`config.mk`:
```
export PLATFORM = sky130hd
export DESIGN_NAME = sc_lanescheduler
export DESIGN_NICKNAME = d
export VERILOG_FILES = /design/src/rtl/sc_frogger_pkg.sv /design/src/rtl/sc_rrarbiter.sv /design/src/rtl/sc_lanescheduler.sv
export SDC_FILE = /design/constraint.sdc
export NUM_CORES = 1
export LEC_CHECK = 0
export CAP_MARGIN = 5
export CORE_AREA = 10 10 116 118
export DETAILED_ROUTE_END_ITERATION = 7
export DIE_AREA = 0 0 126 128
export MAX_ROUTING_LAYER = met4
export PLACE_DENSITY = 0.9
export SKIP_LAST_GASP = 1
export SLEW_MARGIN = 20
export SYNTH_ARGS = -nofsm -noshare
export SYNTH_HDL_FRONTEND = slang
export SYNTH_SLANG_ARGS = --single-unit
export TNS_END_PERCENT = 50
```
`constraint.sdc`:
```
create_clock -name SC_LANESCHEDULER_CLOCK_50 -period 4.49 [get_ports SC_LANESCHEDULER_CLOCK_50]
set_clock_uncertainty 0.05 [all_clocks]
set_input_delay 0.898 -clock SC_LANESCHEDULER_CLOCK_50 [delete_from_list [all_inputs] [get_ports SC_LANESCHEDULER_CLOCK_50]]
set_output_delay 0.898 -clock SC_LANESCHEDULER_CLOCK_50 [all_outputs]
set_load 0.05 [all_outputs]
```
`src/rtl/sc_frogger_pkg.sv`:
```
`default_nettype none
// +-----------------------------------------------------------------------+
// | sc_frogger_pkg                                                        |
// | Shared lane constants and types for the Frogger playfield blocks.     |
// | Rev 1.0                                                               |
// +-----------------------------------------------------------------------+
package sc_frogger_pkg;

  localparam int NUM_LANES = 8;
  localparam int LEVEL_W   = 2;
  localparam int CNT_W     = 6;
  localparam int PTR_W     = 3;

  typedef logic [NUM_LANES-1:0] LANE_MASK_T;

  // Base lane period in ticks at level 0.
  function automatic logic [CNT_W-1:0] lane_base(input int i);
    return CNT_W'(16 + 4 * i);
  endfunction

endpackage
`default_nettype wire

```
`src/rtl/sc_rrarbiter.sv`:
```
`default_nettype none
// +-----------------------------------------------------------------------+
// | sc_rrarbiter                                                          |
// | Combinational round-robin picker: first request at or after i_ptr.    |
// | Rev 1.0                                                               |
// +-----------------------------------------------------------------------+
module sc_rrarbiter
  import sc_frogger_pkg::*;
(
  input  LANE_MASK_T       i_req,
  input  logic [PTR_W-1:0] i_ptr,
  output LANE_MASK_T       o_grant,
  output logic             o_valid
);

  logic [PTR_W-1:0] w_idx;

  // Index arithmetic wraps naturally in PTR_W bits.
  always_comb begin
    o_grant = '0;
    o_valid = 1'b0;
    w_idx   = '0;
    for (int k = 0; k < NUM_LANES; k++) begin
      w_idx = i_ptr + PTR_W'(k);
      if (!o_valid && i_req[w_idx]) begin
        o_grant[w_idx] = 1'b1;
        o_valid        = 1'b1;
      end
    end
  end

endmodule
`default_nettype wire

```
`src/rtl/sc_lanescheduler.sv`:
```
`default_nettype none
// +-----------------------------------------------------------------------+
// | sc_lanescheduler                                                      |
// | Paces obstacle lanes and issues one round-robin SHIFT per clock.      |
// | Rev 1.0                                                               |
// +-----------------------------------------------------------------------+
module sc_lanescheduler
  import sc_frogger_pkg::*;
#(
  parameter int PRESCALE = 50000,
  parameter int LANES    = NUM_LANES
) (
  input  logic               SC_LANESCHEDULER_CLOCK_50,
  input  logic               SC_LANESCHEDULER_RESET_InLow,
  input  logic [LEVEL_W-1:0] SC_LANESCHEDULER_LEVEL,
  input  logic               SC_LANESCHEDULER_CLEAR,
  input  logic               SC_LANESCHEDULER_FREEZE,
  input  LANE_MASK_T         SC_LANESCHEDULER_READY,
  output LANE_MASK_T         SC_LANESCHEDULER_SHIFT,
  output LANE_MASK_T         SC_LANESCHEDULER_PENDING,
  output LANE_MASK_T         SC_LANESCHEDULER_OVERRUN,
  output logic               SC_LANESCHEDULER_TICK
);

  localparam int PS_W = (PRESCALE > 2) ? $clog2(PRESCALE) : 1;

  logic [PS_W-1:0]  r_presc;
  logic [PTR_W-1:0] r_ptr;
  LANE_MASK_T       r_pending;
  LANE_MASK_T       r_overrun;
  LANE_MASK_T       r_shift;
  logic             r_tick;

  logic             w_t;
  logic             w_step;
  LANE_MASK_T       w_expire;
  LANE_MASK_T       w_req;
  LANE_MASK_T       w_grant;
  logic             w_valid;
  logic [PTR_W-1:0] w_gidx;

  assign w_t    = (r_presc == PS_W'(PRESCALE - 1));
  assign w_step = w_t && !SC_LANESCHEDULER_FREEZE;
  assign w_req  = r_pending & SC_LANESCHEDULER_READY;

  // Per-lane period counters; the >= compare lets a level bump expire a lane early.
  for (genvar i = 0; i < LANES; i++) begin : g_lane
    logic [CNT_W-1:0] w_period;
    logic [CNT_W-1:0] r_cnt;

    assign w_period    = lane_base(i) >> SC_LANESCHEDULER_LEVEL;
    assign w_expire[i] = w_step && (r_cnt >= w_period - CNT_W'(1));

    always_ff @(posedge SC_LANESCHEDULER_CLOCK_50 or negedge SC_LANESCHEDULER_RESET_InLow) begin
      if (!SC_LANESCHEDULER_RESET_InLow) begin
        r_cnt <= '0;
      end else if (SC_LANESCHEDULER_CLEAR) begin
        r_cnt <= '0;
      end else if (w_step) begin
        r_cnt <= w_expire[i] ? '0 : r_cnt + CNT_W'(1);
      end
    end
  end

  sc_rrarbiter u_arb (
    .i_req   (w_req),
    .i_ptr   (r_ptr),
    .o_grant (w_grant),
    .o_valid (w_valid)
  );

  always_comb begin
    w_gidx = '0;
    for (int i = 0; i < NUM_LANES; i++) begin
      if (w_grant[i]) w_gidx = PTR_W'(i);
    end
  end

  // CLEAR beats FREEZE; a grant seen during CLEAR or FREEZE is dropped.
  always_ff @(posedge SC_LANESCHEDULER_CLOCK_50 or negedge SC_LANESCHEDULER_RESET_InLow) begin
    if (!SC_LANESCHEDULER_RESET_InLow) begin
      r_presc   <= '0;
      r_ptr     <= '0;
      r_pending <= '0;
      r_overrun <= '0;
      r_shift   <= '0;
      r_tick    <= 1'b0;
    end else if (SC_LANESCHEDULER_CLEAR) begin
      r_presc   <= '0;
      r_ptr     <= '0;
      r_pending <= '0;
      r_overrun <= '0;
      r_shift   <= '0;
      r_tick    <= 1'b0;
    end else if (SC_LANESCHEDULER_FREEZE) begin
      r_shift   <= '0;
      r_tick    <= 1'b0;
    end else begin
      r_presc   <= w_t ? '0 : r_presc + PS_W'(1);
      r_tick    <= w_t;
      r_shift   <= w_grant;
      r_pending <= (r_pending & ~w_grant) | w_expire;
      r_overrun <= r_overrun | (w_expire & r_pending & ~w_grant);
      if (w_valid) r_ptr <= w_gidx + PTR_W'(1);
    end
  end

  assign SC_LANESCHEDULER_SHIFT    = r_shift;
  assign SC_LANESCHEDULER_PENDING  = r_pending;
  assign SC_LANESCHEDULER_OVERRUN  = r_overrun;
  assign SC_LANESCHEDULER_TICK     = r_tick;

endmodule
`default_nettype wire

```
# [Word-level counts from Yosys, hierarchy flattened]
# Cells that the tools add are included.
[op_classes] bitwise=14 order_cmp=24 n_mux=93 shifts=8 n_addsub=25 eq_ne=2 n_reduce_logical=35
[ops] cell="$mux W6" n=24
[ops] cell="$mux W8" n=14
[ops] cell="$or A8 B8 Y8" n=9
[ops] cell="$add A6 B1 Y6 const B" n=8
[ops] cell="$ge A6 B6 Y1" n=8
[ops] cell="$mux W16" n=3
[ops] cell="$sub A6 B1 Y6 const B" n=8
[ops] cell="$and A8 B8 Y8" n=4
[ops] cell="$lt A3 B4 Y1 const B" n=8
[ops] cell="$mux W1" n=27
[ops] cell="$mux W3" n=9
[ops] cell="$bmux W1 S3" n=8
[ops] cell="$demux W1 S3" n=8
[ops] cell="$ge A3 B1 Y1 const B" n=8
[ops] cell="$logic_and A1 B1 Y1" n=24
[ops] cell="$shr A5 B2 Y6 const A" n=4
[ops] cell="$shr A6 B2 Y6 const A" n=4
[ops] cell="$add A16 B1 Y16 const B" n=1
[ops] cell="$eq A16 B16 Y1 const B" n=1
[ops] cell="$add A3 B3 Y3 const B" n=4
[ops] cell="$logic_not A1 Y1" n=8
[ops] cell="$not A8 Y8" n=1
[ops] cell="$add A3 B1 Y3 const B" n=2
[ops] cell="$add A3 B2 Y3 const B" n=2
[ops] cell="3 further kinds" n=4
[word_totals] inputBits=14 reg_bits=92 elab_cells=215 output_inout_bits=25

# [Logic depth before layout (Yosys ltp)]
[logic_depth] word_depth=36 mapped_depth=21 depth_no_buf=15

# [By module]
# Synthesis repeated with hierarchy kept, for this count alone.
[hier_totals] cells_unflattened=752 hier_area_um2=6752.7
[modules_own_cells] module="sc_lanescheduler" seq_area_each_um2=2302.2 instances=1 cells_per_inst=627 area_per_inst_um2=5708.0
[modules_own_cells] module="sc_rrarbiter" seq_area_each_um2=0.0 instances=1 cells_per_inst=125 area_per_inst_um2=1044.8

# [Worst setup path after synthesis]
# Ideal clock, no wire load.
[synth_timing] path_type="register to register" startpoint="register r_ptr[0]" endpoint="register r_ptr[2]" path_stages_with_launch=20 path_buffers=5 slack_ps=617 required_time_ps=4318 period_less_slack_ps=3873 setup_ps=122 arrival_time_ps=3701 cell_sequence="dfrtp_1 > buf_6 > clkbuf_8 > clkbuf_8 > inv_1 > clkbuf_8 > ha_1 > clkbuf_2 > clkinv_1 > mux4_2 > nor4b_4 > nand3_2 > a211oi_2 > nor3_2 > and3_1 > nand2_1 > ha_1 > inv_1 > a31o_1 > a32o_1"
[synth_between] elab_chain_len=35
[synth_rtl] item="from (decl)" line="sc_lanescheduler.sv:28" rtl="logic [PTR_W-1:0] r_ptr;"
[synth_rtl] item="from (signal assigned)" line="sc_lanescheduler.sv:104" rtl="if (w_valid) r_ptr <= w_gidx + PTR_W'(1);"
[synth_rtl] item="branches (longest 35 deep; another with $lt A3 B4 Y1)"
# Several ways; the timed one is not identified. The select of a mux whose other input is x is not followed.
# A chain may end at the register's enable or synchronous reset.

# [Worst setup path in the final report]
[layout_timing] startpoint="input port SC_LANESCHEDULER_READY[6]" endpoint="register r_ptr[2]"
[layout_between] elab_chain_len=36
[layout_rtl] item="from (decl)" line="sc_lanescheduler.sv:18" rtl="input LANE_MASK_T SC_LANESCHEDULER_READY,"
[layout_rtl] item="$and A8 B8 Y8 *" line="sc_lanescheduler.sv:44" rtl="assign w_req = r_pending & SC_LANESCHEDULER_READY;"
[layout_rtl] item="$bmux W1 S3" line="sc_rrarbiter.sv:25" rtl="if (!o_valid && i_req[w_idx]) begin"
[layout_rtl] item="$mux W1 (implied by the code)" line="sc_rrarbiter.sv:25"
[layout_rtl] item="$mux W1" line="sc_rrarbiter.sv:25"
[layout_rtl] item="$logic_not A1 Y1" line="sc_rrarbiter.sv:25"
[layout_rtl] item="$logic_and A1 B1 Y1" line="sc_rrarbiter.sv:25"
[layout_rtl] item="$mux W1" line="sc_rrarbiter.sv:25"
[layout_rtl] item="$logic_not A1 Y1" line="sc_rrarbiter.sv:25"
[layout_rtl] item="(+15 left out)"
[layout_rtl] item="$logic_and A1 B1 Y1" line="sc_rrarbiter.sv:25"
[layout_rtl] item="$mux W8" line="sc_rrarbiter.sv:25"
[layout_rtl] item="$mux W1" line="sc_lanescheduler.sv:75" rtl="if (w_grant[i]) w_gidx = PTR_W'(i);"
[layout_rtl] item="$mux W3 (6 in series)" line="sc_lanescheduler.sv:75"
[layout_rtl] item="$add A3 B1 Y3" line="sc_lanescheduler.sv:104"
[layout_rtl] item="$mux W3" line="sc_lanescheduler.sv:104"
[layout_rtl] item="$mux W3" line="sc_lanescheduler.sv:95" rtl="end else if (SC_LANESCHEDULER_FREEZE) begin"
[layout_rtl] item="$mux W3" line="sc_lanescheduler.sv:88" rtl="end else if (SC_LANESCHEDULER_CLEAR) begin"
# Every way passes the cells marked *; elsewhere a longest branch is shown, timed or not. The select of a mux whose other input is x is not followed.

==> impl_metrics.tcl <==
set metrics [dict create \
    post-dp-hpwl_um 13000 \
    cts_resized 0 \
    setup_slack_ns 0.420 \
    crit_type "in2reg" \
    n_fill_cell 867 \
    cellLeakagePower_nw 3.47 \
    p_comb_frac 0.073 \
    fin_nets 845 \
    rows 39 \
    postSynth.asyncResetShare 1.00 \
    startpoint_type "input pin" \
    synth_edf_count 0 \
    hp-start "g_lane[0].r_cnt[5]" \
    syn_area_sq_um 6600 \
    drive_gt1_frac 0.0780 \
    start_util 0.588 \
    grt_pass1_vias 5984 \
    diodes 0 \
    synth_ff_type "dfrtp_1" \
    synth_seq_cells 92 \
    antenna_found_initial 0 \
    switching_power_mw 0.442 \
    ir_worst_vdd_v 0.000307 \
    finalCritPeriodShare 0.906 \
    cts_buffer_depth 2 \
    numCtsBuffers 9 \
    synth_cells 725 \
    hold_viol_final 0 \
    portBuffers 38 \
    syn_avg_cell_area_sq_um 9.10 \
    p_clk_frac 0.455 \
    required_ns 4.70 \
    holdCritPathClass "reg2reg" \
    arrival_ns 4.28 \
    postCtsHoldBufs 0 \
    vias 6036 \
    final_util 0.660 \
    path_clk_slew_ns 0.07 \
    timing.slew.headroom 0.226 \
    htreeDepth 3 \
    wl_per_cell_um 19.7 \
    ant_nets 0 \
    setup-tns-final_ns 0 \
    syn2layout_area_growth_pct 12.2 \
    cts_tree "yes" \
    endpoint_kind "register" \
    die_area_sq_um 16100 \
    grt_pass1_wl_um 29400 \
    r2r_end "r_ptr[2]" \
    insertion_delay_ns 0.37 \
    pre_cts_slack_ns 0.122 \
    rr_worst_depth 15 \
    grt_max_degree 65 \
    fmax_mhz 246 \
    fin_cells 912 \
    setup_violations 0 \
    max_cap_viol_count 0 \
    yosys_warnings 0 \
    wirelength_um 18000 \
    gp_congestion 0.965 \
    postCtsSetupRepairBufs 0 \
    dr.pass1.iters 5 \
    ys_types 76 \
    io_pins 39 \
    rsz0062_at_grt "false" \
    grtUsageTotal 0.226 \
    core_sq_um 11200 \
    worst_pin_slew_ns 1.16 \
    drc 0 \
    vias_per_cell 6.62 \
    setup.worst_path.start "SC_LANESCHEDULER_READY[6]" \
    drt-initial-drc-count 726 \
    r2r_slack_ns 0.48 \
    die_w_um 126 \
    cts.sink_count 92 \
    seq_area_frac_synth 0.349 \
    p_seq_frac 0.473 \
    critPathMaxFanout 16 \
    cts_root_buffer "clkbuf_16" \
    holdPathStages 1 \
    min_period_ns 4.07 \
    r2r_start "r_ptr[1]" \
    worstSetupEndpoint "r_ptr[2]" \
    fp.dieH_um 128 \
    switching_share 0.252 \
    status "finished clean" \
    intPower_mw 1.32 \
    finalMaxSlewViolations 0 \
    overflow 0 \
    p_per_area_nw_per_um2 237 \
    dpl.cell_count 896 \
]
## worst min path at each step
stage	end	slack [ns]
final	g_lane[0].r_cnt[5]	0.46
after CTS	g_lane[1].r_cnt[5]	0.45
after global routing	g_lane[1].r_cnt[5]	0.48
after floorplan	g_lane[1].r_cnt[5]	0.40
after detailed placement	g_lane[1].r_cnt[5]	0.43
after global placement	g_lane[1].r_cnt[5]	0.42
## metal layers
metal / track usage / vias up / wire (um) / part of all wire
met5: - / - / 0 / 0
met4: 0.108 / 0 / 507 / 0.028
met3: 0.0422 / 57 / 1150 / 0.064
met2: 0.367 / 281 / 8710 / 0.48
met1: 0.268 / 2945 / 7600 / 0.42
li1: - / 2753 / - / -
## per-stage QoR
stage	power (mW)	hold WS, ns	area, sq um
finish	1.76	0.457	7400
global route	1.81	0.477	7400
CTS	1.77	0.449	7400
detailed placement	0.971	0.433	7100
global placement	0.964	0.419	7100
floorplan	0.914	0.402	6610
## cell usage in the layout, fill, tap and decap left out, types with 23 or more instances in the layout
master	instances
a21oi_1	23
o21ai_0	81
inv_1	27
nor2_1	58
dfrtp_1	92
clkdlybuf4s50_1	37
a21o_1	35
nand3_1	40
nand2_1	61
ha_1	67
## state kept, by name, summed over array words and instances (netlist names)
name / cells
SC_LANESCHEDULER_TICK: 1
SC_LANESCHEDULER_SHIFT: 8
g_lane.r_cnt: 48
SC_LANESCHEDULER_PENDING: 8
r_ptr: 3
r_presc: 16
SC_LANESCHEDULER_OVERRUN: 8
## cells by family (layout without fill, tap and decap cells)
kind of cell,after synthesis,in the layout,share of synthesized area
AOI/OAI and AO/OA,215,215,0.215
xor gates and xnor gates,16,16,0.0224
adders and majority gates,67,67,0.127
buffers and inverters,58,100,0.0463
DFF,92,92,0.349
muxes,11,11,0.0300
other,1,3,0.000568
and+or+nand+nor,265,265,0.210
## critical path: stages
cell and delay [ns]:
clkdlybuf4s50_1 0.49, nand2_1 0.09, o21ai_0 0.34, mux4_2 0.56
nor3_1 0.11, buf_4 0.16, a221oi_1 0.24, a31oi_1 0.08
a21oi_1 0.43, o211ai_1 0.16, nand2_1 0.11, ha_1 0.14
inv_1 0.05, a31o_1 0.18, a32o_1 0.23
## power by group through the flow
stage | clock network, mW | logic, mW | registers, mW
after floorplan | 0 | 0.0668 | 0.847
after global placement | 0 | 0.117 | 0.847
after detailed placement | 0 | 0.125 | 0.847
after CTS | 0.808 | 0.126 | 0.831
after global routing | 0.842 | 0.141 | 0.830
final | 0.799 | 0.128 | 0.831
## synthesized netlist by cell type, types with 7 or more instances
cell | n | share of area
and3_1 | 17 | 0.016
a21o_1 | 35 | 0.040
clkbuf_8 | 7 | 0.015
nand2_1 | 61 | 0.035
xnor2_1 | 9 | 0.012
inv_1 | 27 | 0.015
a31oi_1 | 10 | 0.0095
nand2b_1 | 15 | 0.014
nor3_1 | 14 | 0.011
nor3b_1 | 8 | 0.0091
clkbuf_1 | 18 | 0.010
a32o_1 | 8 | 0.012
mux4_2 | 7 | 0.024
nor2b_1 | 13 | 0.012
dfrtp_1 | 92 | 0.35
o21ai_0 | 81 | 0.061
nand3_1 | 40 | 0.030
ha_1 | 67 | 0.13
a21oi_1 | 23 | 0.017
o31ai_1 | 13 | 0.015
nor2_1 | 58 | 0.033
o21a_1 | 7 | 0.0080
## final cells by class
cell class	count	area [sq um]	area share
sequential	92	2300	0.311
clock inverter	7	80.1	0.0108
tap	143	179	0.0242
multi-input combinational	577	4000	0.540
inverter	28	105	0.0142
timing repair buffer	56	513	0.0693
clock buffer	9	225	0.0304
(Power assumes the default switching activity.)
